`config.mk`:
```
export PLATFORM = sky130hd
export DESIGN_NAME = pulse_stretch_flat
export DESIGN_NICKNAME = d
export VERILOG_FILES = /design/src/rtl/pulse_stretch_if.sv /design/src/rtl/pulse_stretch.sv /design/src/flat_wrapper.sv
export SDC_FILE = /design/constraint.sdc
export NUM_CORES = 1
export LEC_CHECK = 0
export CELL_PAD_IN_SITES_DETAIL_PLACEMENT = 0
export CELL_PAD_IN_SITES_GLOBAL_PLACEMENT = 1
export CORE_ASPECT_RATIO = 0.9
export CORE_MARGIN = 8
export CORE_UTILIZATION = 36
export DETAILED_ROUTE_END_ITERATION = 8
export PLACE_DENSITY_LB_ADDON = 0.3
export SKIP_LAST_GASP = 1
export SYNTH_ARGS = -nofsm -noshare
export SYNTH_HDL_FRONTEND = slang
export SYNTH_SLANG_ARGS = --single-unit
```
`constraint.sdc`:
```
create_clock -name clk -period 2 [get_ports clk]
set_input_delay 0.5 -clock clk [delete_from_list [all_inputs] [get_ports clk]]
set_output_delay 0.5 -clock clk [all_outputs]
set_load 0.02 [all_outputs]
```
`src/rtl/pulse_stretch_if.sv`:
```
// Purpose : bundles the event strobe, overflow clear and stretched-pulse status
//           signals exchanged between an event source and pulse_stretch.
// Ports   : pulse_in, clear_ovf (source -> stretcher); level_out, busy,
//           pend_cnt[PEND_W], ovf (stretcher -> source).
//           master = event source side, slave = pulse_stretch side.
interface pulse_stretch_if #(
  parameter int PEND_W = 3
);
  logic              pulse_in;
  logic              clear_ovf;
  logic              level_out;
  logic              busy;
  logic [PEND_W-1:0] pend_cnt;
  logic              ovf;

  modport master (
    output pulse_in,
    output clear_ovf,
    input  level_out,
    input  busy,
    input  pend_cnt,
    input  ovf
  );

  modport slave (
    input  pulse_in,
    input  clear_ovf,
    output level_out,
    output busy,
    output pend_cnt,
    output ovf
  );
endinterface

```
`src/rtl/pulse_stretch.sv`:
```
// Purpose : stretches single-cycle event strobes into HOLD-cycle level pulses
//           separated by at least GAP low cycles; events arriving mid-pulse
//           are queued in a saturating counter and replayed in order.
// Latency : level_out rises on the same edge that samples an event in IDLE.
// Backpressure: none on pulse_in; events beyond 2^PEND_W-1 queued are dropped
//           and flagged by the sticky ovf (cleared by clear_ovf, set wins).
// Ports   : clk, rst (async, active-high); bus (slave modport): pulse_in,
//           clear_ovf in; level_out, busy, pend_cnt, ovf out.
module pulse_stretch #(
  parameter int HOLD   = 4,
  parameter int GAP    = 2,
  parameter int PEND_W = 3
) (
  input  logic           clk,
  input  logic           rst,
  pulse_stretch_if.slave bus
);

  localparam int MAX_HG = (HOLD > GAP) ? HOLD : GAP;
  localparam int CNT_W  = (MAX_HG > 1) ? $clog2(MAX_HG) : 1;

  localparam logic [CNT_W-1:0]  HOLD_LOAD = CNT_W'(HOLD - 1);
  localparam logic [CNT_W-1:0]  GAP_LOAD  = CNT_W'(GAP - 1);
  localparam logic [CNT_W-1:0]  CNT_ONE   = CNT_W'(1);
  localparam logic [PEND_W-1:0] PEND_MAX  = '1;
  localparam logic [PEND_W-1:0] PEND_ONE  = PEND_W'(1);

  typedef enum logic [1:0] {
    S_IDLE = 2'd0,
    S_HIGH = 2'd1,
    S_LOW  = 2'd2
  } state_t;

  state_t            state_q, state_d;
  logic [CNT_W-1:0]  cnt_q, cnt_d;
  logic              level_q, level_d;
  logic [PEND_W-1:0] pend_q, pend_d;
  logic              ovf_q, ovf_d;

  logic has_pend;
  logic do_start;
  logic consume;
  logic enqueue;
  logic drop;

  assign has_pend = (pend_q != '0);

  // State register
  always_ff @(posedge clk or posedge rst) begin
    if (rst) begin
      state_q <= S_IDLE;
      cnt_q   <= '0;
      level_q <= 1'b0;
      pend_q  <= '0;
      ovf_q   <= 1'b0;
    end else begin
      state_q <= state_d;
      cnt_q   <= cnt_d;
      level_q <= level_d;
      pend_q  <= pend_d;
      ovf_q   <= ovf_d;
    end
  end

  // Next-state logic
  always_comb begin
    state_d  = state_q;
    cnt_d    = cnt_q;
    do_start = 1'b0;
    case (state_q)
      S_IDLE: begin
        if (bus.pulse_in || has_pend) begin
          do_start = 1'b1;
        end
      end
      S_HIGH: begin
        if (cnt_q == '0) begin
          state_d = S_LOW;
          cnt_d   = GAP_LOAD;
        end else begin
          cnt_d = cnt_q - CNT_ONE;
        end
      end
      S_LOW: begin
        // Last low cycle chains straight into the next pulse so back-to-back
        // pulses see exactly GAP low cycles, with no extra IDLE cycle.
        if (cnt_q == '0) begin
          if (has_pend || bus.pulse_in) begin
            do_start = 1'b1;
          end else begin
            state_d = S_IDLE;
          end
        end else begin
          cnt_d = cnt_q - CNT_ONE;
        end
      end
      default: begin
        state_d = S_IDLE;
        cnt_d   = '0;
      end
    endcase
    if (do_start) begin
      state_d = S_HIGH;
      cnt_d   = HOLD_LOAD;
    end
  end

  // Output / bookkeeping logic
  always_comb begin
    level_d = (state_d == S_HIGH);

    // The queue has priority: a start consumes a queued event if one exists,
    // and a strobe only bypasses the queue when it is empty at a start.
    consume = do_start && has_pend;
    enqueue = bus.pulse_in && !(do_start && !has_pend);
    drop    = enqueue && !consume && (pend_q == PEND_MAX);

    pend_d = pend_q;
    if (consume && !enqueue) begin
      pend_d = pend_q - PEND_ONE;
    end else if (enqueue && !consume && !drop) begin
      pend_d = pend_q + PEND_ONE;
    end

    ovf_d = ovf_q;
    if (drop) begin
      ovf_d = 1'b1;
    end else if (bus.clear_ovf) begin
      ovf_d = 1'b0;
    end
  end

  assign bus.level_out = level_q;
  assign bus.busy      = (state_q != S_IDLE);
  assign bus.pend_cnt  = pend_q;
  assign bus.ovf       = ovf_q;

endmodule

```
`src/flat_wrapper.sv`:
```
// flat-port wrapper written by rule: the top's interface ports become plain ports
module pulse_stretch_flat 
#(
  parameter int HOLD   = 4,
  parameter int GAP    = 2,
  parameter int PEND_W = 3
)
  (clk, rst, bus_pulse_in, bus_clear_ovf, bus_level_out, bus_busy, bus_pend_cnt, bus_ovf);
  pulse_stretch_if #(.PEND_W(PEND_W)) bus_i ();
  input  logic clk;
  input  logic rst;
  input wire logic [$bits(bus_i.pulse_in)-1:0] bus_pulse_in;
  input wire logic [$bits(bus_i.clear_ovf)-1:0] bus_clear_ovf;
  output wire logic [$bits(bus_i.level_out)-1:0] bus_level_out;
  output wire logic [$bits(bus_i.busy)-1:0] bus_busy;
  output wire logic [$bits(bus_i.pend_cnt)-1:0] bus_pend_cnt;
  output wire logic [$bits(bus_i.ovf)-1:0] bus_ovf;
  assign bus_i.pulse_in = bus_pulse_in;
  assign bus_i.clear_ovf = bus_clear_ovf;
  assign bus_level_out = bus_i.level_out;
  assign bus_busy = bus_i.busy;
  assign bus_pend_cnt = bus_i.pend_cnt;
  assign bus_ovf = bus_i.ovf;
  pulse_stretch #(.HOLD(HOLD), .GAP(GAP), .PEND_W(PEND_W)) u_core (.clk(clk), .rst(rst), .bus(bus_i));
endmodule
```
* Word-level counts from Yosys, hierarchy flattened
Cells that the tools add are included.
Widths: inputs -> output; s select.
** Operators by class
- Equality and inequality tests :: 6
- Reductions and logical operators :: 20
- Add/subtract/negate cells :: 3
- Multiplexer cells :: 16
** Operator list (number)
- $mux 2 :: 7
- $pmux 2 s3 :: 2
- $logic_and 1x1->1 :: 7
- $mux 3 :: 2
- $reduce_bool 2->1 :: 3
- $logic_not 1->1 :: 5
- $eq 2x1->1 const B :: 2
- $logic_not 2->1 :: 2
- $mux 1 :: 4
- $add 3x1->3 const B :: 1
- $eq 3x3->1 const B :: 1
- $ne 3x2->1 const B :: 1
- $reduce_bool 3->1 :: 1
- $sub 3x1->3 const B :: 1
- $eq 2x2->1 const B :: 1
- $ne 2x1->1 const B :: 1
- $pmux 1 s2 :: 1
- $reduce_and 2->1 :: 1
- $sub 2x1->2 const B :: 1
- $logic_or 1x1->1 :: 1
** Word-level totals
- Logic and storage cells :: 50
- Register bits after elaboration :: 9
- Input port bits :: 4
- Output and inout bits :: 6

* Logic depth before layout (Yosys ltp)
- Depth after elaboration :: 14
- Mapped depth :: 10
- Depth with buffers taken out :: 9

* Worst setup path before layout
OpenSTA, ideal clock, no wires.
- Kind :: reg-to-reg
- From :: register u_core.state_q[0]
- To :: register u_core.pend_q[2], in the netlist u_core.bus.pend_cnt[2]
- Slack :: -153 ps
- Setup time :: 94 ps
- Clock period less this slack :: 2153 ps
- Buffers on the path :: 0
- Stages on the path, launching flop included :: 9
- Data arrival time :: 2060 ps
- Data required time :: 1906 ps
- Cells stage by stage :: dfrtp_1 -> inv_1 -> ha_1 -> a21oi_4 -> nor2_1 -> o31ai_1 -> fa_1 -> a32o_1 -> a221oi_2
** Between the ends
- Longest elaborated chain between the ends :: 10
- Elaborated cells on any way between the ends :: 16
** Ends and longest elaborated chain
- from (decl) :: line pulse_stretch.sv:34 : state_t state_q, state_d;
- from (signal assigned) :: line pulse_stretch.sv:57 : state_q <= state_d;
- $eq 2x2->1 or $logic_not 2->1 (tied branches) :: line pulse_stretch.sv:70 : case (state_q)
- $pmux 1 s2 (*) :: line pulse_stretch.sv:70
- $logic_and 1x1->1 :: line pulse_stretch.sv:115 : enqueue = bus.pulse_in && !(do_start && !has_pend);
- $logic_not 1->1 :: line pulse_stretch.sv:115
- $logic_and 1x1->1 :: line pulse_stretch.sv:115
- $logic_and 1x1->1 :: line pulse_stretch.sv:116, pulse_stretch.sv:121
- $logic_and 1x1->1 :: line pulse_stretch.sv:116 : drop = enqueue && !consume && (pend_q == PEND_MAX);
- $logic_not 1->1 :: line pulse_stretch.sv:121 : end else if (enqueue && !consume && !drop) begin
- $logic_and 1x1->1 :: line pulse_stretch.sv:121
- $reduce_bool 2->1 (no line)
- to (signal assigned) :: line pulse_stretch.sv:60 : pend_q <= pend_d;
- to (decl) :: line pulse_stretch.sv:37 : logic [PEND_W-1:0] pend_q, pend_d;
Mark *: on every way between the ends. The rest lies on a longest branch, timed or not.
A chain may end at the register's enable or synchronous reset.

* Final worst setup path
- From :: register u_core.pend_q[0], in the netlist u_core.bus.pend_cnt[0]
- To :: output bus_pend_cnt[0]
** RTL lines
- to (decl) :: line flat_wrapper.sv:16 : output wire logic [$bits(bus_i.pend_cnt)-1:0] bus_pend_cnt;
No word-level cell between the ends.

==> impl_results.md <==
- Main synth FF type: dfrtp_1
- Worst Path Buf+Inv: 1
- All-Layer GR Usage: 9.431%
- Remaining antenna violation count: 0
- Mapped cell area: 730.7 um^2
- Setup CP Type: register to output pin
- I/O pin cnt: 10
- Slowest CP cell: clkdlybuf4s50_1
- Effective utilization at floorplan: 38.17%
- P&R area growth vs syn: 39.56%
- Total Die Area: 0.003729 mm^2
- Synth Register Bits: 9
- Via Count: roughly 660
- Maximum fanout along the worst path: 8
- Area of the multi-input gates: 485.5 um^2
- Finished Core Util: 53.27%
- GRT Residual Overflow: 0
- Fin Clk Skew: slightly below 0.0002 ns
- Placed cell area: a little over 900 um^2
- Top delay family on crit path: buffers and inverters
- Asr flop ratio synth: 100.0%
- Max-slew violation count: 0
- DRC Markers: 0
- N_diodes: 0
- Non-Filler Instances: between 100 and 150
- Antenna violations before repair: 0
- Max incr delay on CP: roughly 0.67 ns
- Root buffer cell: clkbuf_4
- Cell Chain, Critical Path: clkdlybuf4s50_1
- Largest net degree at the start of global routing: 14
- Drt via density: 5.046
- Per-cell routed wire length: 12.66 um
- Ratio of cells with drive above 1 in the final layout: 34.91%
- CTS tree: built
- Worst-Skew Late Latency: 0.26 ns
- Final period utilization: 96.61%
- Clk pin slew, worst setup/hold paths: around 0.050 ns
- CP startpoint kind: register
- Fillers: between 150 and 200
- Core area: 0.001914 mm^2
- Final Hold Fails: 0
- Final Net Count: 118
- Sequential share of the synthesized area: 30.82%
- Worst Path Required: about 1.5 ns
- Sink Count: 9
- Port bufs: 9
- Finished Cell Area: around 0.0010 mm^2
- Post-place setup slack: -0.1996 ns
- Hold Path Class: input port to async pin
- Crit. End Element: output pin
- CTS H-Tree Depth: 1
- Register Area: ~230 um^2
- Post-synth EDFFs: 0
- Commonest non-fill, non-tap cell in the layout: buf_4
- Longest Clk Path Bufs: 2
- Initial DRT Pass Iterations: 4
- Fin crit period: 1.932 ns
- Synth Instances: 82
- First-pass GRT wire length: 2787 um
- Overall Power: 1.958 mW
- Num rows: 15
- Max IR drop VDD: 1006 uV
- Setup TNS: 0 ns
- DP Cell Count: 123
- RSZ-0062 raised after global routing: true
- Max-cap violations: 0
- PD cells: 1921 mW/mm^2
- Syn_nets: 93
- Top Metal Used: met3
- Most frequent cells in the layout: 16 x buf_4, 8 x inv_1, 8 x clkdlybuf4s50_1, 8 x dfrtp_1
- Ys Warns: 0
- Routability cong.: roughly 0.8
- Syn avg cell area: 8.911 um^2
- Post-CTS Hold Buffers: 0
- Cts bufs inserted: 3
- Crit path arrival time: 1.43 ns
- DIE HEIGHT: 58.74 um
- Final Setup Violations: 0
- Routed wire length: ~1700 um
- Leak: 0.4283 nW
- Hold WS: 0.5057 ns
- Metal1 wirelength: 837 um
- Vias in the first global route: 630
- Met2 Routed Length: 711 um
- Die Wd: ~63 um
- Setup slack after layout: 0.06773 ns
- Cell variety after synth: 31
- Tightest Pin Transition: 0.3432 ns
- DR iter-0 viols: 24
- Outcome: finished, final reports clean
- Slew margin rel.: 77.09%
- Hpwl dp: 1240 um
- Fmax: 517.5 MHz
- WL met3: 108 um
## flip-flops by register name (all words and copies together) (netlist names)
register / cells
u_core.bus.ovf: 1
u_core.cnt_q: 2
u_core.bus.pend_cnt: 3
u_core.bus.level_out: 1
u_core.state_q: 2
## synth_stat cells (all sizes together) (2+ instances only)
cell type / number / area [um^2]
a31oi: 5 / 31.28
a21oi: 6 / 41.29
nor2: 7 / 28.78
o21ai: 3 / 15.01
nand4: 2 / 12.51
a221oi: 2 / 23.77
o21a: 2 / 16.27
nand2: 5 / 18.77
buf: 5 / 43.79
ha: 6 / 75.07
o22ai: 2 / 12.51
a211oi: 2 / 15.01
dfrtp: 9 / 225.2
inv: 11 / 41.29
nor3: 4 / 20.02
## where the power goes
part           internal [mW]  switching, mW  total [mW]
Sequential             0.276          0.106       0.382
Combinational          0.707          0.736        1.44
Clock                 0.0765         0.0575       0.134
## what timing repair did
action / in CTS / in global routing
buffers inserted: 0 / 4
resized for setup: 2 / 7
pin swaps: 0 / 6
hold endpoints to repair: 0 / 0
setup endpoints to repair: 2 / 3
## cells by family (layout without fill, tap and decap cells)
| kind of cell | after synthesis | count (layout) | synth area share [%] |
|---|---|---|---|
| AO/OA/AOI/OAI | 27 | 27 | 28.08 |
| XOR/XNOR | 1 | 1 | 1.199 |
| adder cells (fa/ha/maj) | 7 | 7 | 13.01 |
| buffers and inverters | 16 | 40 | 11.64 |
| flip-flops | 9 | 9 | 30.82 |
| AND/OR/NAND/NOR | 22 | 22 | 15.24 |
## path summary, 6_finish.rpt
path | from | to | slack, ns | cells after the start
worst max-delay path | u_core.bus.pend_cnt[0] | bus_pend_cnt[0] | 0.07 | 1
worst min-delay path | rst | u_core.cnt_q[1] | 0.51 | 2
worst max register to register | u_core.state_q[1] | u_core.bus.pend_cnt[1] | 0.08 | 9
worst min register to register | u_core.bus.ovf | u_core.bus.ovf | 0.53 | 2
max in group asynchronous | rst | u_core.state_q[1] | 1.22 | 2
min in group clk | u_core.bus.ovf | u_core.bus.ovf | 0.53 | 2
## per-layer routing
layer | track usage, % | vias up
li1 | - | 344
met1 | 11.39 | 300
met2 | 13.58 | 17
met3 | 4.924 | 0
met4 | 4.127 | 0
met5 | 0 | -
## area by class of cell
type / count / area share [%]
tap: 25 / 3.067
clock buffer: 4 / 2.577
inverter: 11 / 4.049
multi-input combinational: 57 / 47.61
sequential: 9 / 22.21
timing repair buffer: 25 / 20.49
No activity file was read; power rests on OpenSTA's default activity.
